<file path="src/rtl/i2s_rx_param_pkg.sv">
// Shared definitions for the parametrised I2S receiver: FSM encodings, channel ids, defaults.
package i2s_rx_param_pkg;

    typedef logic [1:0] state_t;

    localparam state_t ST_WAIT_START = 2'd0;
    localparam state_t ST_WAIT_FRAME = 2'd1;
    localparam state_t ST_SHIFT      = 2'd2;

    localparam logic CH_L = 1'b0;
    localparam logic CH_R = 1'b1;

    // 100 ms at 27 MHz
    localparam int STARTUP_CYC_DEFAULT = 2_700_000;

    // Bits needed to hold values 0..max_val, at least one.
    function automatic int cnt_width(input int max_val);
        return (max_val < 1) ? 1 : $clog2(max_val + 1);
    endfunction

endpackage

</file>
<file path="src/rtl/i2s_rx_param_sync_edge_det.sv">
// Multi-flop synchroniser for an asynchronous input with one-cycle rise/fall pulses.
module i2s_rx_param_sync_edge_det #(
    parameter int SYNC_STG = 2
) (
    input  logic clk,
    input  logic rst,
    input  logic din,
    output logic sync,
    output logic rise,
    output logic fall
);

    logic [SYNC_STG-1:0] stages;
    logic                prev;

    always_ff @(posedge clk) begin
        if (rst) begin
            stages <= '0;
            prev   <= 1'b0;
        end else begin
            stages <= {stages[SYNC_STG-2:0], din};
            prev   <= stages[SYNC_STG-1];
        end
    end

    assign sync = stages[SYNC_STG-1];
    assign rise = sync & ~prev;
    assign fall = ~sync & prev;

endmodule

</file>
<file path="src/rtl/i2s_rx_param.sv">
// I2S serial-to-parallel receiver in the system clock domain: oversampled inputs, startup
// hold-off, configurable word/slot width, stereo or left-only capture, sticky short-slot flag.
module i2s_rx_param
    import i2s_rx_param_pkg::*;
#(
    parameter int DATA_W      = 8,
    parameter int SLOT_W      = 32,
    parameter int STARTUP_CYC = STARTUP_CYC_DEFAULT,
    parameter int STEREO      = 1,
    parameter int SYNC_STG    = 2
) (
    input  logic              clk_i,
    input  logic              rst_i,
    input  logic              sck_i,
    input  logic              ws_i,
    input  logic              sd_i,
    output logic [DATA_W-1:0] data_l_o,
    output logic [DATA_W-1:0] data_r_o,
    output logic              data_valid_o,
    output logic              ready_o,
    output logic              short_err_o
);

    localparam int CNT_W = cnt_width(STARTUP_CYC);
    localparam int BIT_W = cnt_width(SLOT_W);

    localparam logic [CNT_W-1:0] START_LAST = CNT_W'(STARTUP_CYC);
    localparam logic [BIT_W-1:0] SLOT_MAX   = BIT_W'(SLOT_W);
    localparam logic [BIT_W-1:0] DATA_LEN   = BIT_W'(DATA_W);

    logic sck_sync, sck_rise, sck_fall;
    logic ws_sync, ws_rise, ws_fall;
    logic sd_sync, sd_rise, sd_fall;

    i2s_rx_param_sync_edge_det #(.SYNC_STG(SYNC_STG)) u_sck_sync (
        .clk  (clk_i),
        .rst  (rst_i),
        .din  (sck_i),
        .sync (sck_sync),
        .rise (sck_rise),
        .fall (sck_fall)
    );

    i2s_rx_param_sync_edge_det #(.SYNC_STG(SYNC_STG)) u_ws_sync (
        .clk  (clk_i),
        .rst  (rst_i),
        .din  (ws_i),
        .sync (ws_sync),
        .rise (ws_rise),
        .fall (ws_fall)
    );

    // sd needs the same delay as sck/ws so all three stay aligned; its edges are not used.
    i2s_rx_param_sync_edge_det #(.SYNC_STG(SYNC_STG)) u_sd_sync (
        .clk  (clk_i),
        .rst  (rst_i),
        .din  (sd_i),
        .sync (sd_sync),
        .rise (sd_rise),
        .fall (sd_fall)
    );

    logic unused_edges;
    assign unused_edges = ^{sck_sync, sck_fall, ws_rise, ws_fall, sd_rise, sd_fall};

    state_t             state;
    logic [CNT_W-1:0]   startup_cnt;
    logic               ws_smp;
    logic               channel;
    logic [BIT_W-1:0]   bit_cnt;
    logic [DATA_W-1:0]  shreg;
    logic [DATA_W-1:0]  hold_l;
    logic [DATA_W-1:0]  slot_word;
    logic               ws_edge;

    assign ws_edge = sck_rise & (ws_sync != ws_smp);

    // Short slots hold their bits right-aligned; move them to the MSBs, zero-filling below.
    always_comb begin
        slot_word = shreg;
        if (bit_cnt < DATA_LEN) begin
            slot_word = shreg << (DATA_LEN - bit_cnt);
        end
    end

    always_ff @(posedge clk_i) begin
        if (rst_i) begin
            state        <= ST_WAIT_START;
            startup_cnt  <= '0;
            ws_smp       <= 1'b0;
            channel      <= CH_L;
            bit_cnt      <= '0;
            shreg        <= '0;
            hold_l       <= '0;
            data_l_o     <= '0;
            data_r_o     <= '0;
            data_valid_o <= 1'b0;
            ready_o      <= 1'b0;
            short_err_o  <= 1'b0;
        end else begin
            data_valid_o <= 1'b0;
            if (sck_rise) begin
                ws_smp <= ws_sync;
            end

            case (state)
                ST_WAIT_START: begin
                    if (startup_cnt == START_LAST) begin
                        ready_o <= 1'b1;
                        state   <= ST_WAIT_FRAME;
                    end else begin
                        startup_cnt <= startup_cnt + CNT_W'(1);
                    end
                end

                ST_WAIT_FRAME: begin
                    if (ws_edge && !ws_sync) begin
                        state   <= ST_SHIFT;
                        channel <= CH_L;
                        bit_cnt <= '0;
                        shreg   <= '0;
                    end
                end

                ST_SHIFT: begin
                    if (ws_edge) begin
                        if (bit_cnt < DATA_LEN) begin
                            short_err_o <= 1'b1;
                        end
                        if (channel == CH_L) begin
                            hold_l <= slot_word;
                        end
                        if (STEREO != 0 && channel == CH_R) begin
                            data_l_o     <= hold_l;
                            data_r_o     <= slot_word;
                            data_valid_o <= 1'b1;
                        end
                        if (STEREO == 0 && channel == CH_L) begin
                            data_l_o     <= slot_word;
                            data_valid_o <= 1'b1;
                        end
                        channel <= ~channel;
                        bit_cnt <= '0;
                        shreg   <= '0;
                    end else if (sck_rise) begin
                        if (bit_cnt < DATA_LEN) begin
                            shreg <= (shreg << 1) | DATA_W'(sd_sync);
                        end
                        if (bit_cnt != SLOT_MAX) begin
                            bit_cnt <= bit_cnt + BIT_W'(1);
                        end
                    end
                end

                default: state <= ST_WAIT_START;
            endcase
        end
    end

endmodule
</file>
<file path="config.mk">
export PLATFORM = sky130hd
export DESIGN_NAME = i2s_rx_param
export DESIGN_NICKNAME = d
export VERILOG_FILES = /design/src/rtl/i2s_rx_param_pkg.sv /design/src/rtl/i2s_rx_param_sync_edge_det.sv /design/src/rtl/i2s_rx_param.sv
export SDC_FILE = /design/constraint.sdc
export NUM_CORES = 1
export LEC_CHECK = 0
export ABC_CLOCK_PERIOD_IN_PS = 3200
export BUFFER_PORTS_ARGS = -buffer_cell sky130_fd_sc_hd__buf_2
export CORE_MARGIN = 4
export CORE_UTILIZATION = 60
export DETAILED_ROUTE_END_ITERATION = 8
export PLACE_DENSITY = 0.86
export SLEW_MARGIN = 30
export SYNTH_ARGS = -nofsm -noshare
export SYNTH_HDL_FRONTEND = slang
export SYNTH_SLANG_ARGS = --single-unit
</file>
<file path="constraint.sdc">
create_clock -name clk_i -period 3.2 [get_ports clk_i]
set_input_delay 0.32 -clock clk_i [delete_from_list [all_inputs] [get_ports clk_i]]
set_output_delay 0.32 -clock clk_i [all_outputs]
set_load 0.02 [all_outputs]
</file>
Word level (Yosys, flattened, before mapping)
Cells that the tools add are included.
{ "word_totals": {"wordCells": 72, "out_inout_bits": 19, "inputBits": 5, "regBits": 74} }
{ "op_classes": {"n_eq_ne": 11, "bitwise": 8, "addsub": 3, "mux": 18, "shifts": 1, "n_lt_le_gt_ge": 1, "n_reduce_logical": 14} }
{ "op_table": {"columns": ["operator", "n"], "rows": [
  ["$mux W8", 5],
  ["$mux W6", 4],
  ["$add A22 B1 Y22 const B", 1],
  ["$eq A22 B22 Y1 const B", 1],
  ["$pmux W8 S2", 1],
  ["$reduce_and A3 Y1", 5],
  ["$pmux W6 S2", 1],
  ["$ne A3 B3 Y1 const B", 3],
  ["$or A8 B1 Y8", 1],
  ["$reduce_and A4 Y1", 2],
  ["$shl A8 B6 Y8", 1],
  ["$add A6 B1 Y6 const B", 1],
  ["$lt A6 B4 Y1 const B", 1],
  ["$ne A2 B2 Y1 const B", 3],
  ["$ne A6 B6 Y1 const B", 1],
  ["$pmux W2 S3", 1],
  ["$sub A4 B6 Y6 const A", 1],
  ["$not A1 Y1", 5],
  ["$mux W2", 2],
  ["$reduce_and A2 Y1", 2],
  ["$mux W1", 3],
  ["$reduce_or A3 Y1", 1],
  ["$and A1 B1 Y1", 2],
  ["$eq A2 B1 Y1 const B", 1],
  ["other kinds (7)", 7]
]} }

Logic depth before layout (Yosys ltp)
{ "depth": {"depth_word": 6, "ltp_mapped": 9, "depth_no_buf": 6} }

Hierarchy
From an unflattened synthesis, not the netlist that was laid out.
{ "unflattened": {"cells_unflattened": 406, "hier_area_um2": 3759.9} }
{ "by_module_without_submodules": {"columns": ["module", "seq_area_each_um2", "n_inst", "area_each_um2", "cells_each"], "rows": [
  ["i2s_rx_param", 1341.3, 1, 3485.8, 382],
  ["i2s_rx_param_sync_edge_det", 60.1, 3, 91.3, 8]
]} }

Least setup slack after synthesis
OpenSTA, ideal clock, no wires.
{ "synth_timing": {"kind": "reg2reg", "from": "register bit_cnt[0]", "to": "register hold_l[3]", "required_time_ps": 3068, "path_stages_with_launch": 10, "t_arrival_ps": 2245, "path_slack_ps": 824, "synth_period_minus_slack_ps": 2376, "cell_sequence": "dfxtp_1 > clkbuf_1 > buf_2 > inv_1 > ha_1 > clkbuf_1 > mux4_2 > a41o_1 > nor2_1 > nor3_1"} }
{ "synth_via": {"elab_chain_cells": 3} }
{ "synth_lines": {"columns": ["element", "line", "rtl"], "rows": [
  ["start: declaration", "i2s_rx_param.sv:70", "logic [BIT_W-1:0] bit_cnt;"],
  ["start signal: assignment", "i2s_rx_param.sv:150", "bit_cnt <= bit_cnt + BIT_W'(1);"],
  ["$sub A4 B6 Y6", "i2s_rx_param.sv:82", "slot_word = shreg << (DATA_LEN - bit_cnt);"],
  ["$shl A8 B6 Y8", "i2s_rx_param.sv:82", null],
  ["$mux W8 *", "i2s_rx_param.sv:81", "if (bit_cnt < DATA_LEN) begin"],
  ["end signal: assignment", "i2s_rx_param.sv:131", "hold_l <= slot_word;"],
  ["end: declaration", "i2s_rx_param.sv:72", "logic [DATA_W-1:0] hold_l;"]
]} }
Every way passes the cells marked *; elsewhere a longest branch is shown, timed or not.
A chain may end at the register's enable or synchronous reset.

Worst setup path after layout
{ "layout_timing": {"from": "register bit_cnt[0]", "to": "register hold_l[2]"} }
Same word-level chain as after synthesis.

==> results_dict.tcl <==
set metrics [dict create \
    critical_path.top_delay_family "flip-flops" \
    yosysTopAreaCell "dfxtp_1" \
    die-area_um2 7030 \
    synthesis.yosys.warnings 0 \
    final_period_demand_of_the_worst_path_ns 2.35 \
    flow.area_growth_from_synthesis_pct 9.82 \
    ys_seq_elements 74 \
    tritoncts_buffer_count 9 \
    timing.clock.skew_ns 0.00787 \
    detail-route-antenna-nets 0 \
    timing.critical_path.slowest_cell_delay_ns 0.74 \
    async_flop_share 0 \
    cts-root-to-sink-buffers 2 \
    worst_hold_slack_ns 0.176 \
    tightestPinTransition_ns 0.719 \
    post_cts_resize_count 0 \
    synth_seq_area_share 0.429 \
    grt_first_pass_wirelength_um 12400 \
    hpwlAfterDp_um 4950 \
    worstSetupStartpointType "register" \
    power.leakage_nw 1.34 \
    dieHeight_um 83.9 \
    ctsHtreeMaxLevel 3 \
    clock_transition_at_path_regs_ns 0.07 \
    worst_ep_arrival_time_ns 2.60 \
    num_rows 27 \
    placedInstanceArea_um2 3590 \
    core-area_um2 5540 \
    timing.final.setup_violations 0 \
    synth-edff-count 0 \
    timing.final.max_slew_violations 0 \
    grt_use_total 0.214 \
    worstSkewPairLatency_ns 0.35 \
    grt_setup_unrepaired "false" \
    share_of_cells_above_drive_strength_1 0.159 \
    fin_ws_ns 0.851 \
    filler_cell_count 454 \
    post_cts_hold_buffer_count 0 \
    average_wire_length_per_cell_after_detail_routing_um 14.9 \
    setup.worst_path.end_class "register" \
    drt_iter0_markers 144 \
    port_buffers 23 \
    worst-r2r-setup-slack_ns 0.85 \
    tritoncts_clock_tree "built" \
    layoutNonFillerInstCount 481 \
    cts.sinks 74 \
    drv.max_cap_violation_count 0 \
    run_status "complete, no violations" \
    yosysTopAreaCellShare 0.429 \
    pre_cts_slack_ns 0.855 \
    globalplace.congestion 0.876 \
    die_width_um 83.9 \
    synthesis.instances 389 \
    fmaxAchievable_mhz 426 \
    num_antenna_cells 0 \
    cp.required_ns 3.45 \
    placed_insts 465 \
    grt_start_max_net_pins 60 \
    timing.critical_path.cells "inv_1 > ha_1 > xnor2_1 > nor3_1 > a22oi_1 > a211oi_1" \
    remaining_drc_errors 0 \
    number_of_global_route_vias_before_repair 2792 \
    totalPowerFinal_mw 1.71 \
    finish.utilization 0.684 \
    post_synth_num_cell_types 55 \
    wl_um 7150 \
    num_vias 2909 \
    via_per_inst 6.05 \
    num_io_pins 24 \
    timing.critical_path.slowest_stage_cell "dfxtp_1" \
    final_cell_area_um2 3790 \
    timing.setup.tns_ns 0 \
    grt_overflow_total 0 \
    worst_ir_drop_vdd_mv 0.382 \
    worst_slew_margin_rel 0.516 \
    power_density_nw_per_um2 451 \
    floorplan.initialDensity 0.623 \
    hold_class "in2reg" \
    post-cts-setup-buffers 0 \
    mappedNetlistArea_um2 3450 \
    synthesis.nets 398 \
    drt_pre_antenna_iters 4 \
    clockRootBuffer "clkbuf_8" \
    worst-setup-path-type "reg2reg" \
    min_period_over_period 0.734 \
    synthFlopType "dfxtp_1" \
    layout.nets 413 \
    antenna_found_initial 0 \
    hold_viol 0 \
    post_synth_main_area_contributors "dfxtp_1 (43%), a21oi_1 (4.6%), nor2_1 (4.6%), nand2_1 (4.2%), mux2i_1 (3.5%)" \
    worstPathMaxFanout 16 \
    postSynthAreaPerCell_um2 8.87 \
    path_buf_inv 1 \
]
power by group:
group	leakage (nW)	total, mW	internal (mW)	switching (mW)
clock	0.0986	0.734	0.401	0.333
combinational	0.640	0.0409	0.0143	0.0266
sequential	0.598	0.934	0.928	0.00660
area by class of cell:
type	instances	area, um^2	share of cell area
well taps	72	90.1	0.0238
flip-flops and latches	74	1480	0.391
multi-input cells	282	1840	0.484
inverters	11	41.3	0.0109
clock buffers	12	155	0.0409
clock inverters	4	50.0	0.0132
repair buffers	26	138	0.0363
state kept, by name, summed over array words and instances, names as in the netlist:
| register | count |
|---|---|
| ready_o | 1 |
| state | 2 |
| shreg | 8 |
| data_l_o | 8 |
| u_sck_sync.prev | 1 |
| channel | 1 |
| short_err_o | 1 |
| data_valid_o | 1 |
| bit_cnt | 6 |
| startup_cnt | 22 |
| u_ws_sync.stages | 2 |
| ws_smp | 1 |
| u_sd_sync.stages | 2 |
| data_r_o | 8 |
| u_sck_sync.stages | 2 |
| hold_l | 8 |
layer usage:
layer  GRT usage  vias to the layer above  wire length (um)  share of wire
met5           0                        -                 0              0
met4      0.0906                        0               113          0.016
met3      0.0671                       14               321          0.045
met2       0.349                       59              3510           0.49
met1       0.259                     1386              3200           0.45
li1            -                     1450                 -              -
placed cells by master (no fill, tap or decap), types with 10 or more instances in the layout:
cell,instances
nand2_1,39
nand3_1,13
nor2b_1,11
a21oi_1,32
clkbuf_8,11
nor3_1,11
dfxtp_1,74
buf_2,23
mux2i_1,12
o21ai_0,10
inv_1,11
nor2_1,42
kinds of logic after synthesis:
family / after synthesis / share of synthesized area
compound gates: 80 / 0.151
xor+xnor: 10 / 0.0254
fa+ha+maj: 4 / 0.0145
buf+inv: 33 / 0.0406
mux: 20 / 0.0772
simple gates: 168 / 0.262
flops: 74 / 0.429
synth_stat cells (2+ instances only):
cell and instances:
dfxtp_1 74, nor2_1 42, nand2_1 39, a21oi_1 32, clkbuf_1 16, nand3_1 13, mux2i_1 12, inv_1 11
nor2b_1 11, nor3_1 11, o21ai_0 10, o31ai_1 9, or3_1 9, or4_1 9, a311oi_1 8, nand4_1 7
xnor2_1 6, a22oi_1 5, mux4_2 5, a211oi_1 4, ha_1 4, nor4_1 4, or4b_2 4, xor2_1 4
mux2_2 3, nand2b_1 3, and4_1 2, buf_2 2, o21a_1 2, or2_2 2, or4bb_1 2
path summary, 6_finish.rpt:
check | from | cells after the start | endpoint
hold / removal | ws_i | 2 | u_ws_sync.stages[0]
setup / recovery | bit_cnt[0] | 6 | hold_l[2]
hold reg to reg | u_sck_sync.stages[0] | 1 | u_sck_sync.stages[1]
setup reg to reg | bit_cnt[0] | 6 | hold_l[2]
Power figures use the tool's default switching activity.
